===== src/rtl/fifo_rd_packer.sv =====
// fifo_rd_packer: drains a synchronous FIFO (1-cycle read latency) and packs
// PACK_RATIO words into one wide valid/ready beat; supports flush and err.
// Ports: clk, rst (sync, high); fifo_data_out/fifo_empty/fifo_underflow in,
// fifo_rd_en out; flush in; out_data/out_count/out_valid out, out_ready in;
// err out (sticky).
module fifo_rd_packer #(
  parameter int FIFO_WIDTH = 16,
  parameter int PACK_RATIO = 4,
  parameter int CNT_W      = $clog2(PACK_RATIO+1)
) (
  input  logic                             clk,
  input  logic                             rst,
  input  logic [FIFO_WIDTH-1:0]            fifo_data_out,
  input  logic                             fifo_empty,
  input  logic                             fifo_underflow,
  output logic                             fifo_rd_en,
  input  logic                             flush,
  output logic [FIFO_WIDTH*PACK_RATIO-1:0] out_data,
  output logic [CNT_W-1:0]                 out_count,
  output logic                             out_valid,
  input  logic                             out_ready,
  output logic                             err
);
  localparam int OW = FIFO_WIDTH*PACK_RATIO;
  localparam logic [CNT_W:0]   RATIO_X = (CNT_W+1)'(PACK_RATIO);
  localparam logic [CNT_W-1:0] RATIO_C = CNT_W'(PACK_RATIO);

  logic [OW-1:0]    acc_q, acc_d, acc_mask;
  logic [CNT_W-1:0] acc_cnt_q, acc_cnt_d;
  logic             rd_pending_q, rd_pending_d;
  logic             flush_req_q, flush_req_d;
  logic [OW-1:0]    out_data_q, out_data_d;
  logic [CNT_W-1:0] out_count_q, out_count_d;
  logic             out_valid_q, out_valid_d;
  logic             err_q, err_d;
  logic [CNT_W:0]   inflight;
  logic             rd_en, complete, xfer;

  always_comb begin
    // Words already held plus the one still in flight; one extra bit so
    // the sum never wraps.
    inflight = {1'b0, acc_cnt_q} + {{CNT_W{1'b0}}, rd_pending_q};
    rd_en    = !rst && !fifo_empty && !flush_req_q && (inflight < RATIO_X);
    // A flushed partial word waits for any in-flight read to land first.
    complete = (acc_cnt_q == RATIO_C) ||
               (flush_req_q && !rd_pending_q && (acc_cnt_q != '0));
    xfer     = complete && (!out_valid_q || out_ready);

    acc_mask = '0;
    for (int i = 0; i < PACK_RATIO; i++) begin
      if (CNT_W'(i) < acc_cnt_q) acc_mask[i*FIFO_WIDTH +: FIFO_WIDTH] = '1;
    end

    acc_d        = acc_q;
    acc_cnt_d    = acc_cnt_q;
    rd_pending_d = rd_en;
    flush_req_d  = flush_req_q;
    out_data_d   = out_data_q;
    out_count_d  = out_count_q;
    out_valid_d  = out_valid_q;
    err_d        = err_q | (rd_pending_q & fifo_underflow) | (rd_en & fifo_empty);

    if (rd_pending_q) begin
      for (int i = 0; i < PACK_RATIO; i++) begin
        if (acc_cnt_q == CNT_W'(i)) acc_d[i*FIFO_WIDTH +: FIFO_WIDTH] = fifo_data_out;
      end
      acc_cnt_d = acc_cnt_q + CNT_W'(1);
    end

    if (xfer) begin
      // Stale slots from an earlier word are zeroed on the way out.
      out_data_d  = acc_q & acc_mask;
      out_count_d = acc_cnt_q;
      out_valid_d = 1'b1;
      acc_cnt_d   = '0;
    end else if (out_valid_q && out_ready) begin
      out_valid_d = 1'b0;
    end

    if (xfer) begin
      flush_req_d = 1'b0;
    end else if (flush) begin
      flush_req_d = 1'b1;
    end else if (flush_req_q && !rd_pending_q && (acc_cnt_q == '0)) begin
      flush_req_d = 1'b0;
    end
  end

  always_ff @(posedge clk) begin
    if (rst) begin
      acc_q        <= '0;
      acc_cnt_q    <= '0;
      rd_pending_q <= 1'b0;
      flush_req_q  <= 1'b0;
      out_data_q   <= '0;
      out_count_q  <= '0;
      out_valid_q  <= 1'b0;
      err_q        <= 1'b0;
    end else begin
      acc_q        <= acc_d;
      acc_cnt_q    <= acc_cnt_d;
      rd_pending_q <= rd_pending_d;
      flush_req_q  <= flush_req_d;
      out_data_q   <= out_data_d;
      out_count_q  <= out_count_d;
      out_valid_q  <= out_valid_d;
      err_q        <= err_d;
    end
  end

  assign fifo_rd_en = rd_en;
  assign out_data   = out_data_q;
  assign out_count  = out_count_q;
  assign out_valid  = out_valid_q;
  assign err        = err_q;
endmodule


===== config.mk =====
export PLATFORM = sky130hd
export DESIGN_NAME = fifo_rd_packer
export DESIGN_NICKNAME = d
export VERILOG_FILES = /design/src/rtl/fifo_rd_packer.sv
export SDC_FILE = /design/constraint.sdc
export NUM_CORES = 1
export LEC_CHECK = 0
export CAP_MARGIN = 30
export CORE_ASPECT_RATIO = 0.5
export CORE_UTILIZATION = 60
export CTS_CLUSTER_SIZE = 28
export DETAILED_ROUTE_END_ITERATION = 10
export DONT_BUFFER_PORTS = 1
export HOLD_SLACK_MARGIN = 0.15
export PLACE_DENSITY = 0.8
export SLEW_MARGIN = 20
export SYNTH_ARGS = -nofsm -noshare
export SYNTH_HDL_FRONTEND = slang
export SYNTH_SLANG_ARGS = --single-unit

===== constraint.sdc =====
create_clock -name clk -period 2.31 [get_ports clk]
set_input_delay 0.462 -clock clk [delete_from_list [all_inputs] [get_ports clk]]
set_output_delay 0.462 -clock clk [all_outputs]
set_load 0.01 [all_outputs]

* Word-level counts from Yosys, hierarchy flattened *
Cells that the tools add are included.

word-level totals
  input bits = 22
  flip-flop bits (word level) = 138
  output and inout bits = 70
  word-level logic and storage cells = 59

operators by class
  equal/unequal tests = 4
  bitwise operators = 5
  add/subtract/negate cells = 2
  reduce and logical (&&, ||, !) cells = 24
  $lt $le $gt $ge = 5
  muxes and demuxes = 8

operator list
  cell                                                                  count
  64-bit AND                                                            1
  16-bit two-way mux                                                    4
  1-bit logical AND                                                     8
  2-bit AND reduction                                                   4
  3-bit by 2-bit == test with 1-bit output, second input constant       2
  1-bit by 3-bit < comparator with 1-bit output, first input constant   2
  2-bit by 3-bit < comparator with 1-bit output, first input constant   2
  1-bit logical NOT                                                     5
  3-bit by 1-bit adder with 4-bit output                                1
  4-bit by 3-bit < comparator with 1-bit output, second input constant  1
  1-bit two-way mux                                                     4
  2-bit nonzero test                                                    2
  3-bit by 1-bit adder with 3-bit output, second input constant         1
  3-bit by 1-bit == test with 1-bit output, second input constant       1
  3-bit == test, second input constant                                  1
  3-bit logical NOT                                                     1
  3-bit nonzero test                                                    1
  1-bit AND                                                             2
  1-bit logical OR                                                      2
  1-bit bitwise OR                                                      2
  2-bit OR reduction                                                    1

* Logic depth before layout (Yosys ltp) *
Gate-level depths: netlist of the first run.

  word-level depth = 6
  depth in mapped cells = 8
  depth with buffers taken out = 5

* Least setup slack after synthesis of the first run *
No wires, ideal clock.

  kind = register -> register
  start = register acc_cnt_q[0]
  end = register out_data_q[37] (netlist: out_data[37])
  period minus slack after synthesis = 1.934 ns
  data required time = 2.189 ns
  arrival time = 1.812 ns
  path buffers = 3
  setup slack = 0.376 ns
  setup time = 0.121 ns
  stages on the path, launching flop included = 9
  path through = dfxtp_1 -> buf_2 -> inv_1 -> ha_1 -> and2_4 -> o21ai_2 -> buf_6 -> buf_6 -> mux2_4

between the ends
  word-level cells in the longest chain between the ends = 4
  elaborated cells on any way between the ends = 8
  classes of those cells = order compare: 1; eq/ne: 1; mux: 1; bitwise: 1; reduce/logical: 4

RTL lines
  element                                                                                line  RTL
  start: declaration                                                                     29    logic [CNT_W-1:0] acc_cnt_q, acc_cnt_d;
  start signal: assignment                                                               101   acc_cnt_q <= acc_cnt_d;
  branches (longest 4 deep; another with 2-bit by 3-bit < comparator with 1-bit output)  -
  end signal: assignment                                                                 104   out_data_q <= out_data_d;
  end: declaration                                                                       32    logic [OW-1:0] out_data_q, out_data_d;

Several ways; the timed one is not identified.
A chain may end at the register's enable or synchronous reset.

* Worst setup path after layout of the first run *
  start = register acc_cnt_q[2]
  end = output fifo_rd_en

between the ends
  word-level cells in the longest chain between the ends = 3

RTL lines
  element                                        line  RTL
  3-bit by 1-bit adder with 4-bit output         42    inflight = {1'b0, acc_cnt_q} + {{CNT_W{1'b0}}, rd_pending_q};
  4-bit by 3-bit < comparator with 1-bit output  43    rd_en = !rst && !fifo_empty && !flush_req_q && (inflight < RATIO_X);
  1-bit logical AND                              43
  end: declaration                               16    output logic fifo_rd_en,

No other way between the ends.

==> results of run 1 <==
-- logic make-up after synthesis --
group                      after synthesis  share of synthesized area
buffers and inverters                   54                    0.04794
and+or+nand+nor                        283                     0.2634
DFF                                    138                     0.4834
adders and majority gates                3                   0.006568
xor gates and xnor gates                 2                   0.003065
AOI/OAI and AO/OA                       73                    0.06699
muxes                                   68                     0.1287
-- cell usage in the layout (no fill, tap or decap), types with 2 or more instances in the layout --
| cell | n |
|---|---|
| nand2_1 | 145 |
| dfxtp_1 | 138 |
| a21oi_1 | 67 |
| nand2b_1 | 39 |
| mux2i_1 | 36 |
| nor3b_1 | 32 |
| nor2b_1 | 32 |
| mux2_2 | 28 |
| nand3b_1 | 18 |
| clkbuf_16 | 17 |
| buf_4 | 12 |
| clkbuf_8 | 8 |
| mux2_4 | 4 |
| nor3_1 | 4 |
| bufinv_16 | 4 |
| ha_1 | 3 |
| inv_1 | 2 |
| a31oi_1 | 2 |
| and3b_1 | 2 |
| nor2_1 | 2 |
| dlygate4sd3_1 | 2 |
-- Yosys cell counts --
cell type,number,area (um2)
nand2_1,145,544.3
dfxtp_1,138,2763
a21oi_1,67,335.3
nand2b_1,39,244.0
mux2i_1,36,360.4
nor2b_1,32,200.2
nor3b_1,32,240.2
mux2_2,28,315.3
clkbuf_1,23,86.33
buf_2,18,90.09
nand3b_1,18,135.1
buf_4,4,30.03
buf_6,4,45.04
mux2_4,4,60.06
nor3_1,4,20.02
clkbuf_2,3,15.01
ha_1,3,37.54
a31oi_1,2,12.51
and3b_1,2,17.52
inv_1,2,7.510
nor2_1,2,7.510
a21oi_2,1,8.760
and2_4,1,8.760
and4b_1,1,10.01
and4bb_2,1,12.51
nand4b_1,1,8.760
nand4bb_1,1,11.26
nor3_4,1,16.27
nor3b_2,1,12.51
o21a_1,1,7.510
o21ai_2,1,8.760
o21ba_2,1,10.01
or3b_2,1,8.760
or4_1,1,7.510
xnor2_1,1,8.760
xor2_1,1,8.760
-- sequential cells by signal (all words and copies together), names as in the netlist --
signal / cells
acc_q: 64
out_data: 64
out_valid: 1
err: 1
out_count: 3
acc_cnt_q: 3
flush_req_q: 1
rd_pending_q: 1
-- critical path: cells and delay by family (launching register included) --
kind	cells	cell delay, ns
AOI/OAI and AO/OA	1	0.29
and+or+nand+nor	1	0.56
DFF	1	0.37
-- timing repair --
action | CTS | global route
hold endpoints to repair | 57 | 0
hold buffers | 3 | 0
resized for setup | 0 | 0
-- per-layer routing --
metal	up-vias	wire length, um	global-route usage
li1	2004	-	-
met2	134	5815	0.4217
met5	-	0	0
met1	2030	6165	0.3722
met3	24	1016	0.08125
met4	0	243	0.1221
-- through the flow --
step                setup slack (ns)    util  total power [mW]
floorplan                     0.3762       -             2.651
global placement              0.5523  0.6341             2.632
detailed placement            0.4606  0.6341             2.637
CTS                           0.2000  0.7136             5.663
global route                  0.1870  0.7136             5.788
finish                        0.2135  0.7136             5.648
-- worst max-delay path by stage --
stage	end	slack, ns
2_1_floorplan	out_data[37]	0.38
3_3_place_gp	out_data[29]	0.55
3_5_place_dp	out_data[18]	0.46
4_1_cts	fifo_rd_en	0.20
5_1_grt	fifo_rd_en	0.19
6_report	fifo_rd_en	0.21
-- layout make-up --
class | instances | area share
clock buffers | 26 | 0.08416
multi-input cells | 429 | 0.4193
flip-flops and latches | 138 | 0.4312
clock inverters | 5 | 0.01992
well taps | 117 | 0.02285
inverters | 2 | 0.001172
repair buffers | 15 | 0.02148
-- power breakdown --
| group | switching, mW | leakage [nW] | internal, mW | total (mW) |
|---|---|---|---|---|
| Sequential | 0.0168 | 1.11 | 2.41 | 2.42 |
| Clock | 0.996 | 0.325 | 2.03 | 3.03 |
| Combinational | 0.112 | 0.867 | 0.0813 | 0.194 |
==> results.md, run 1 <==
* CTS Buf Count at 17
* Antenna violations before repair at 0
* Initial core utilization at 0.6366
* Critical Path End Type: output pin
* Maximum clock frequency at 477.0 MHz
* Clk_lat worst skew at 0.41 ns
* Die area at 0.009944 mm2
* Crit path cell chain: or4_1 > a31oi_1
* CORE AREA at ~0.0090 mm2
* Synthesis-stage register bit count at 138
* Routed via count at roughly 4,200
* Synthesized area at approximately 0.0057 mm2
* HP Class: in2reg
* Ant. Diodes at 0
* Min Tclk post-route at ~2.1 ns
* Post-synthesis cell count at ~620
* Synth-to-layout area growth at 12.11%
* CP Launch Point: acc_cnt_q[2]
* Critical Path Fanout Max at 6
* Post-synthesis sequential area ratio at 0.4834
* Setup Buffers After CTS at 0
* CP required at 1.85 ns
* Crit path launch type: register
* Yosys warns at 0
* Row count at 24
* Hold Violations, Final at 0
* Sum Neg Setup Slack at 0 ns
* FF-to-FF path depth at 7
* Slowest stage delay, CP at 0.56 ns
* Synth Net Count at around 650
* Pin count of the biggest net entering global routing at 124
* Pins Over Slew Limit at 0
* Leak pwr at ~2.3 nW
* Final period utilization at 0.9076
* Final Cell Area at ~0.0064 mm2
* Flip-flop and latch area at around 0.0028 mm2
* Reg2Reg Launch Point: acc_cnt_q[0]
* WHS Endpoint: acc_q[15]
* Register-to-register setup slack at 0.45 ns
* Worst slew margin at 0.5050
* Avg Inst Size Synth at 9.204 um2
* Synth unique cells at 36
* Layout cell share with drive strength beyond 1 at 0.1350
* Final layout net count at 628
* Worst-margin pin slew at 0.7425 ns
* ANT nets after route at 0
* CTS clk-pin slew, worst paths at 0.06 ns
* FF-to-FF End: out_data[24]
* Die H at 71.02 um
* Final WL at ~13,000 um
* Avg WL per Cell at 18.09 um
* Starting DRT DRC Count at 324
* Dpl cell area at roughly 0.0057 mm2
* Worst hold start: fifo_data_out[15]
* Hold slack at 0.1782 ns
* PD cells at 881.5 mW/mm2
* DR pass1 iterations at 5
* Max_cap viols at 0
* Grt total ovfl at 0
* GP Congestion at 0.7753
* Vias/cell at approximately 5.7
* Die W at 140.0 um
* Clock skew at 0.006426 ns
* Setup violators final at 0
* Hold Path Depth at 2
* RSZ-0062 raised after global routing: false
* Slowest cell on crit path: or4_1
* Drc violations at 0
* Vias in the first global route at 3,982
* Post-Layout Cell Count at 732
* Total track usage at 0.2782
* CP Data Arrival Time at 1.63 ns
* Multi-input logic area at 0.002686 mm2
* Root buf cell: clkbuf_16
* Fill cell count at 658
* Max IR drop VDD at 0.6621 mV
* Status: finished clean
* Placed Cells incl. Taps at approximately 700
* HPWL after detailed placement at just under 8000 um
* Clock Path Buffers at 2
* Top-Level Pins at 92
* First-pass GRT wire length at about 21,000 um
* Critical path class: reg2out
* Port bufs at 0
* CTS tree: built
* Depth of the CTS H-tree at 4
* CTS Sinks at 138
No activity file was read; power rests on OpenSTA's default activity.
==> inputs of run 2 (changes only) <==
--- a/config.mk
+++ b/config.mk
@@ -11,6 +11,7 @@
 export CTS_CLUSTER_SIZE = 28
 export DETAILED_ROUTE_END_ITERATION = 10
 export DONT_BUFFER_PORTS = 1
+export GPL_TIMING_DRIVEN = 0
 export HOLD_SLACK_MARGIN = 0.15
 export PLACE_DENSITY = 0.8
 export SLEW_MARGIN = 20
==> results.md, run 2 (synthesis results as in run 1) <==
* CP Data Arrival Time at 2.52 ns
* Synth-to-layout area growth at 12.81%
* Vias in the first global route at roughly 4,200
* CTS tree: built
* Min Tclk post-route at 2.211 ns
* Die H at 71.02 um
* Largest delay share family, worst path: buffers and inverters
* Critical Path Fanout Max at 10
* Design Power at 5.317 mW
* CTS Buf Count at 17
* RSZ-0062 raised after global routing: false
* Ant. Diodes at 0
* Initial core utilization at 0.6366
* Final WL at 13,870 um
* Max IR drop VDD at 0.5984 mV
* Setup Buffers After CTS at 0
* Die W at 140.0 um
* Routed via count at between 4,000 and 5,000
* ANT nets after route at 0
* CTS clk-pin slew, worst paths at 0.06 ns
* Final layout net count at 665
* Maximum clock frequency at 452.3 MHz
* Slowest cell on crit path: dfxtp_1
* First-pass GRT wire length at ~22,000 um
* Final Cell Area at 0.006447 mm2
* Die area at about 0.01 mm2
* Top-Level Pins at 92
* GP Congestion at 0.8518
* Setup violators final at 0
* Port bufs at 0
* Commonest non-fill, non-tap cells in the layout: nand2_1 (145), dfxtp_1 (138), a21oi_1 (67)
* DR pass1 iterations at 5
* Clock Path Buffers at 2
* Register-to-register setup slack at 0.1 ns
* Worst slew margin at 0.6180
* Depth of the CTS H-tree at 4
* # hold bufs at CTS at 0
* PD cells at ~820 mW/mm2
* Fill cell count at 659
* Clock skew at 0.006249 ns
* Hold Violations, Final at 0
* Starting DRT DRC Count at ~360
* Row count at 24
* CP required at 2.62 ns
* HP Class: in2reg
* Root buf cell: clkbuf_16
* CTS Sinks at 138
* Drc violations at 0
* Dpl cell area at 0.005862 mm2
* Vias/cell at 5.617
* Max_cap viols at 0
* Layout cell share with drive strength beyond 1 at 0.1531
* Pins Over Slew Limit at 0
* Grt total ovfl at 0
* Leak pwr at 2.343 nW
* Antenna violations before repair at 0
* Status: finished clean
* Total track usage at 0.2909
* Commonest non-fill, non-tap cell in the layout: nand2_1
* Final period utilization at 0.9571
* Critical path class: reg2reg
* Slowest stage delay, CP at 0.40 ns
* Worst-margin pin slew at 0.5730 ns
* Crit path launch type: register
* CP dominant cell by count: buf_6
* CORE AREA at about 0.0090 mm2
* HPWL after detailed placement at 9503 um
* Crit path cell chain: clkbuf_4 > inv_1 > ha_1 > and2_4 > o21ai_2 > buf_6 > buf_6 > mux2_4
* Sum Neg Setup Slack at 0 ns
* CP Buf/Inv Count at 4
* Avg WL per Cell at 18.02 um
* Clk_lat worst skew at 0.42 ns
* Critical Path End Type: register
* Pin count of the biggest net entering global routing at 17
-- run 2: layout make-up --
| class | count | area (um2) | area share |
|---|---|---|---|
| Clock buffer | 20 | 456.7 | 0.07083 |
| Buffer | 52 | 271.5 | 0.04211 |
| Multi-Input combinational cell | 429 | 2679 | 0.4155 |
| Sequential cell | 138 | 2763 | 0.4285 |
| Tap cell | 117 | 146.4 | 0.02271 |
| Inverter | 2 | 7.507 | 0.001164 |
| Clock inverter | 12 | 123.9 | 0.01921 |
-- run 2: timing repair --
| item | CTS | global route |
|---|---|---|
| gates resized for setup | 0 | 2 |
| endpoints found under the hold margin | 0 | 0 |
| endpoints found under the setup margin | 0 | 4 |
-- run 2: through the flow --
stage | util | hold slack, ns | instances | worst slack, ns
6_report | 0.7181 | 0.1736 | 770 | 0.09919
5_1_grt | 0.7181 | 0.1750 | 770 | 0.02327
4_1_cts | 0.7175 | 0.1711 | 770 | 0.08181
3_5_place_dp | 0.6529 | 0.4416 | 738 | 0.1109
3_3_place_gp | 0.6529 | 0.4384 | 738 | 0.09582
2_1_floorplan | - | 0.4315 | 621 | 0.3762
-- run 2: per-layer routing --
| metal | share of wire | vias to the layer above | track usage |
|---|---|---|---|
| li1 | - | 2101 | - |
| met1 | 0.45 | 2035 | 0.3785 |
| met2 | 0.44 | 163 | 0.4639 |
| met3 | 0.093 | 26 | 0.08599 |
| met4 | 0.014 | 0 | 0.1050 |
| met5 | 0 | - | 0 |
-- run 2: power by group --
part / internal, mW / total [mW] / switching, mW
combinational: 0.0874 / 0.233 / 0.145
sequential: 2.41 / 2.43 / 0.0196
clock: 1.63 / 2.66 / 1.02
-- run 2: path summary, 6_finish.rpt --
check	from	endpoint	cells after the start
max	acc_cnt_q[1]	out_data[40]	8
min	fifo_data_out[6]	acc_q[22]	2
max reg2reg	acc_cnt_q[1]	out_data[40]	8
min reg2reg	acc_q[38]	acc_q[38]	2
==> inputs of run 3 (changes only) <==
--- a/config.mk
+++ b/config.mk
@@ -7,13 +7,13 @@
 export LEC_CHECK = 0
 export CAP_MARGIN = 30
 export CORE_ASPECT_RATIO = 0.5
-export CORE_UTILIZATION = 60
+export CORE_UTILIZATION = 40
 export CTS_CLUSTER_SIZE = 28
 export DETAILED_ROUTE_END_ITERATION = 10
 export DONT_BUFFER_PORTS = 1
 export GPL_TIMING_DRIVEN = 0
 export HOLD_SLACK_MARGIN = 0.15
-export PLACE_DENSITY = 0.8
+export PLACE_DENSITY = 0.58
 export SLEW_MARGIN = 20
 export SYNTH_ARGS = -nofsm -noshare
 export SYNTH_HDL_FRONTEND = slang
==> results.md, run 3 (synthesis results as in run 1) <==
* Sequential share of power at 0.437
* Final WL at 14,490 um
* CTS Buf Count at 17
* CTS clk-pin slew, worst paths at 0.06 ns
* Clk_lat worst skew at 0.42 ns
* CP Data Arrival Time at 1.74 ns
* FF-to-FF path depth at 8
* Worst-margin pin slew at approximately 0.56 ns
* Clock Path Buffers at 2
* Row count at 30
* Final period utilization at 0.9545
* Starting DRT DRC Count at 208
* HPWL after detailed placement at roughly 10,000 um
* Min Tclk post-route at 2.205 ns
* Comb power frac at 0.042
* Total track usage at 0.2064
* Final Cell Area at 0.006585 mm2
* Die W at ~170 um
* Crit path launch type: register
* Pin count of the biggest net entering global routing at 17
* WHS Endpoint: acc_q[27]
* Root buf cell: clkbuf_16
* Die H at 86.53 um
* P_sw at between 1 and 1.5 mW
* Placed Cells incl. Taps at 813
* Avg WL per Cell at 17.15 um
* ANT nets after route at 0
* Pins Over Slew Limit at 0
* Max IR drop VDD at 0.4736 mV
* Critical Path Fanout Max at 10
* Drc violations at 0
* CTS tree: built
* Final layout net count at between 600 and 700
* Synth-to-layout area growth at 15.21%
* Layout cell share with drive strength beyond 1 at 0.1531
* Setup violators final at 0
* PD cells at 843.4 mW/mm2
* Top routing layer in use: met4
* CTS Sinks at 138
* Worst hold start: fifo_data_out[11]
* RSZ-0062 raised after global routing: false
* Register-to-register setup slack at roughly 0.15 ns
* Clock power frac at 0.521
* Vias/cell at 4.942
* Status: finished clean
* CP required at between 1.5 and 2 ns
* Grt total ovfl at 0
* Setup Buffers After CTS at 0
* Initial core utilization at 0.4160
* Worst slew margin at 0.6262
* Commonest non-fill, non-tap cell in the layout: nand2_1
* Internal power at 4.308 mW
* Reg2Reg Launch Point: acc_cnt_q[1]
* Maximum clock frequency at roughly 450 MHz
* # hold bufs at CTS at 0
* Post-Layout Cell Count at approximately 850
* Sum Neg Setup Slack at 0 ns
* CORE AREA at 0.01374 mm2
* FF-to-FF End: out_data[38]
* Max_cap viols at 0
* Antenna violations before repair at 0
* Sw Ratio at 0.2244
* Port bufs at 0
* Dpl cell area at 0.005956 mm2
* Post_cts resized at 0
* Design Power at between 5 and 6 mW
* Critical path class: reg2out
* Routed via count at ~4,200
* Leak pwr at approximately 2.4 nW
* Hold Path Depth at 2
* HP Class: in2reg
* Critical Path End Type: output pin
* Hold slack at 0.1726 ns
* Ant. Diodes at 0
* Top-Level Pins at between 90 and 100
* Die area at 0.01480 mm2
* Commonest non-fill, non-tap cells in the layout: nand2_1 (145), dfxtp_1 (138), a21oi_1 (67)
* Vias in the first global route at 4,092
* Metal3 WL at 1239 um
* DR WL met2 at 6093 um
* GP Congestion at 0.8247
* WL met1 at ~7000 um
* DR pass1 iterations at 4
* First-pass GRT wire length at roughly 23,000 um
* Depth of the CTS H-tree at 4
* Hold Violations, Final at 0
* Clock skew at 0.007786 ns
==> run 3: worst max-delay path by stage <==
| stage | from | to | slack (ns) | depth (start not counted) |
|---|---|---|---|---|
| 2_1_floorplan | acc_cnt_q[0] | out_data[37] | 0.38 | 8 |
| 3_3_place_gp | acc_cnt_q[0] | out_data[40] | 0.09 | 8 |
| 3_5_place_dp | acc_cnt_q[0] | out_data[40] | 0.09 | 8 |
| 4_1_cts | acc_cnt_q[0] | out_data[38] | 0.05 | 8 |
| 5_1_grt | acc_cnt_q[0] | out_data[40] | 0.007 | 8 |
| 6_report | acc_cnt_q[2] | fifo_rd_en | 0.11 | 3 |
==> run 3: final cells by class <==
class | count | area [um2]
Buffer | 52 | 271.5
Clock buffer | 18 | 429.2
Clock inverter | 14 | 195.2
Fill cell | 1332 | 7153
Inverter | 2 | 7.507
Multi-Input combinational cell | 429 | 2679
Sequential cell | 138 | 2763
Tap cell | 192 | 240.2
==> run 3: worst max-delay path, stage by stage, from the launching register on <==
cell     delay [ns]
dfxtp_1        0.35
buf_6          0.16
or4_1          0.54
a31oi_1        0.28
==> run 3: metal layers <==
metal,vias up,track usage
met4,0,0.08279
met1,1947,0.2729
li1,2103,-
met2,106,0.3082
met5,-,0
met3,20,0.07169
==> run 3: through the flow <==
stage / utilization / worst slack, ns
final: 0.4793 / 0.1051
after global routing: 0.4793 / 0.007094
after CTS: 0.4790 / 0.04720
after detailed placement: 0.4335 / 0.09119
after global placement: 0.4335 / 0.09199
after floorplan: - / 0.3762
==> run 3: power by group through the flow <==
stage                     Sequential, mW  Clock, mW  Combinational (mW)
after global routing                2.43       3.05               0.258
after global placement              2.48          0               0.229
after CTS                           2.42       2.93               0.234
final                               2.43       2.89               0.234
after detailed placement            2.48          0               0.232
after floorplan                     2.47          0               0.181
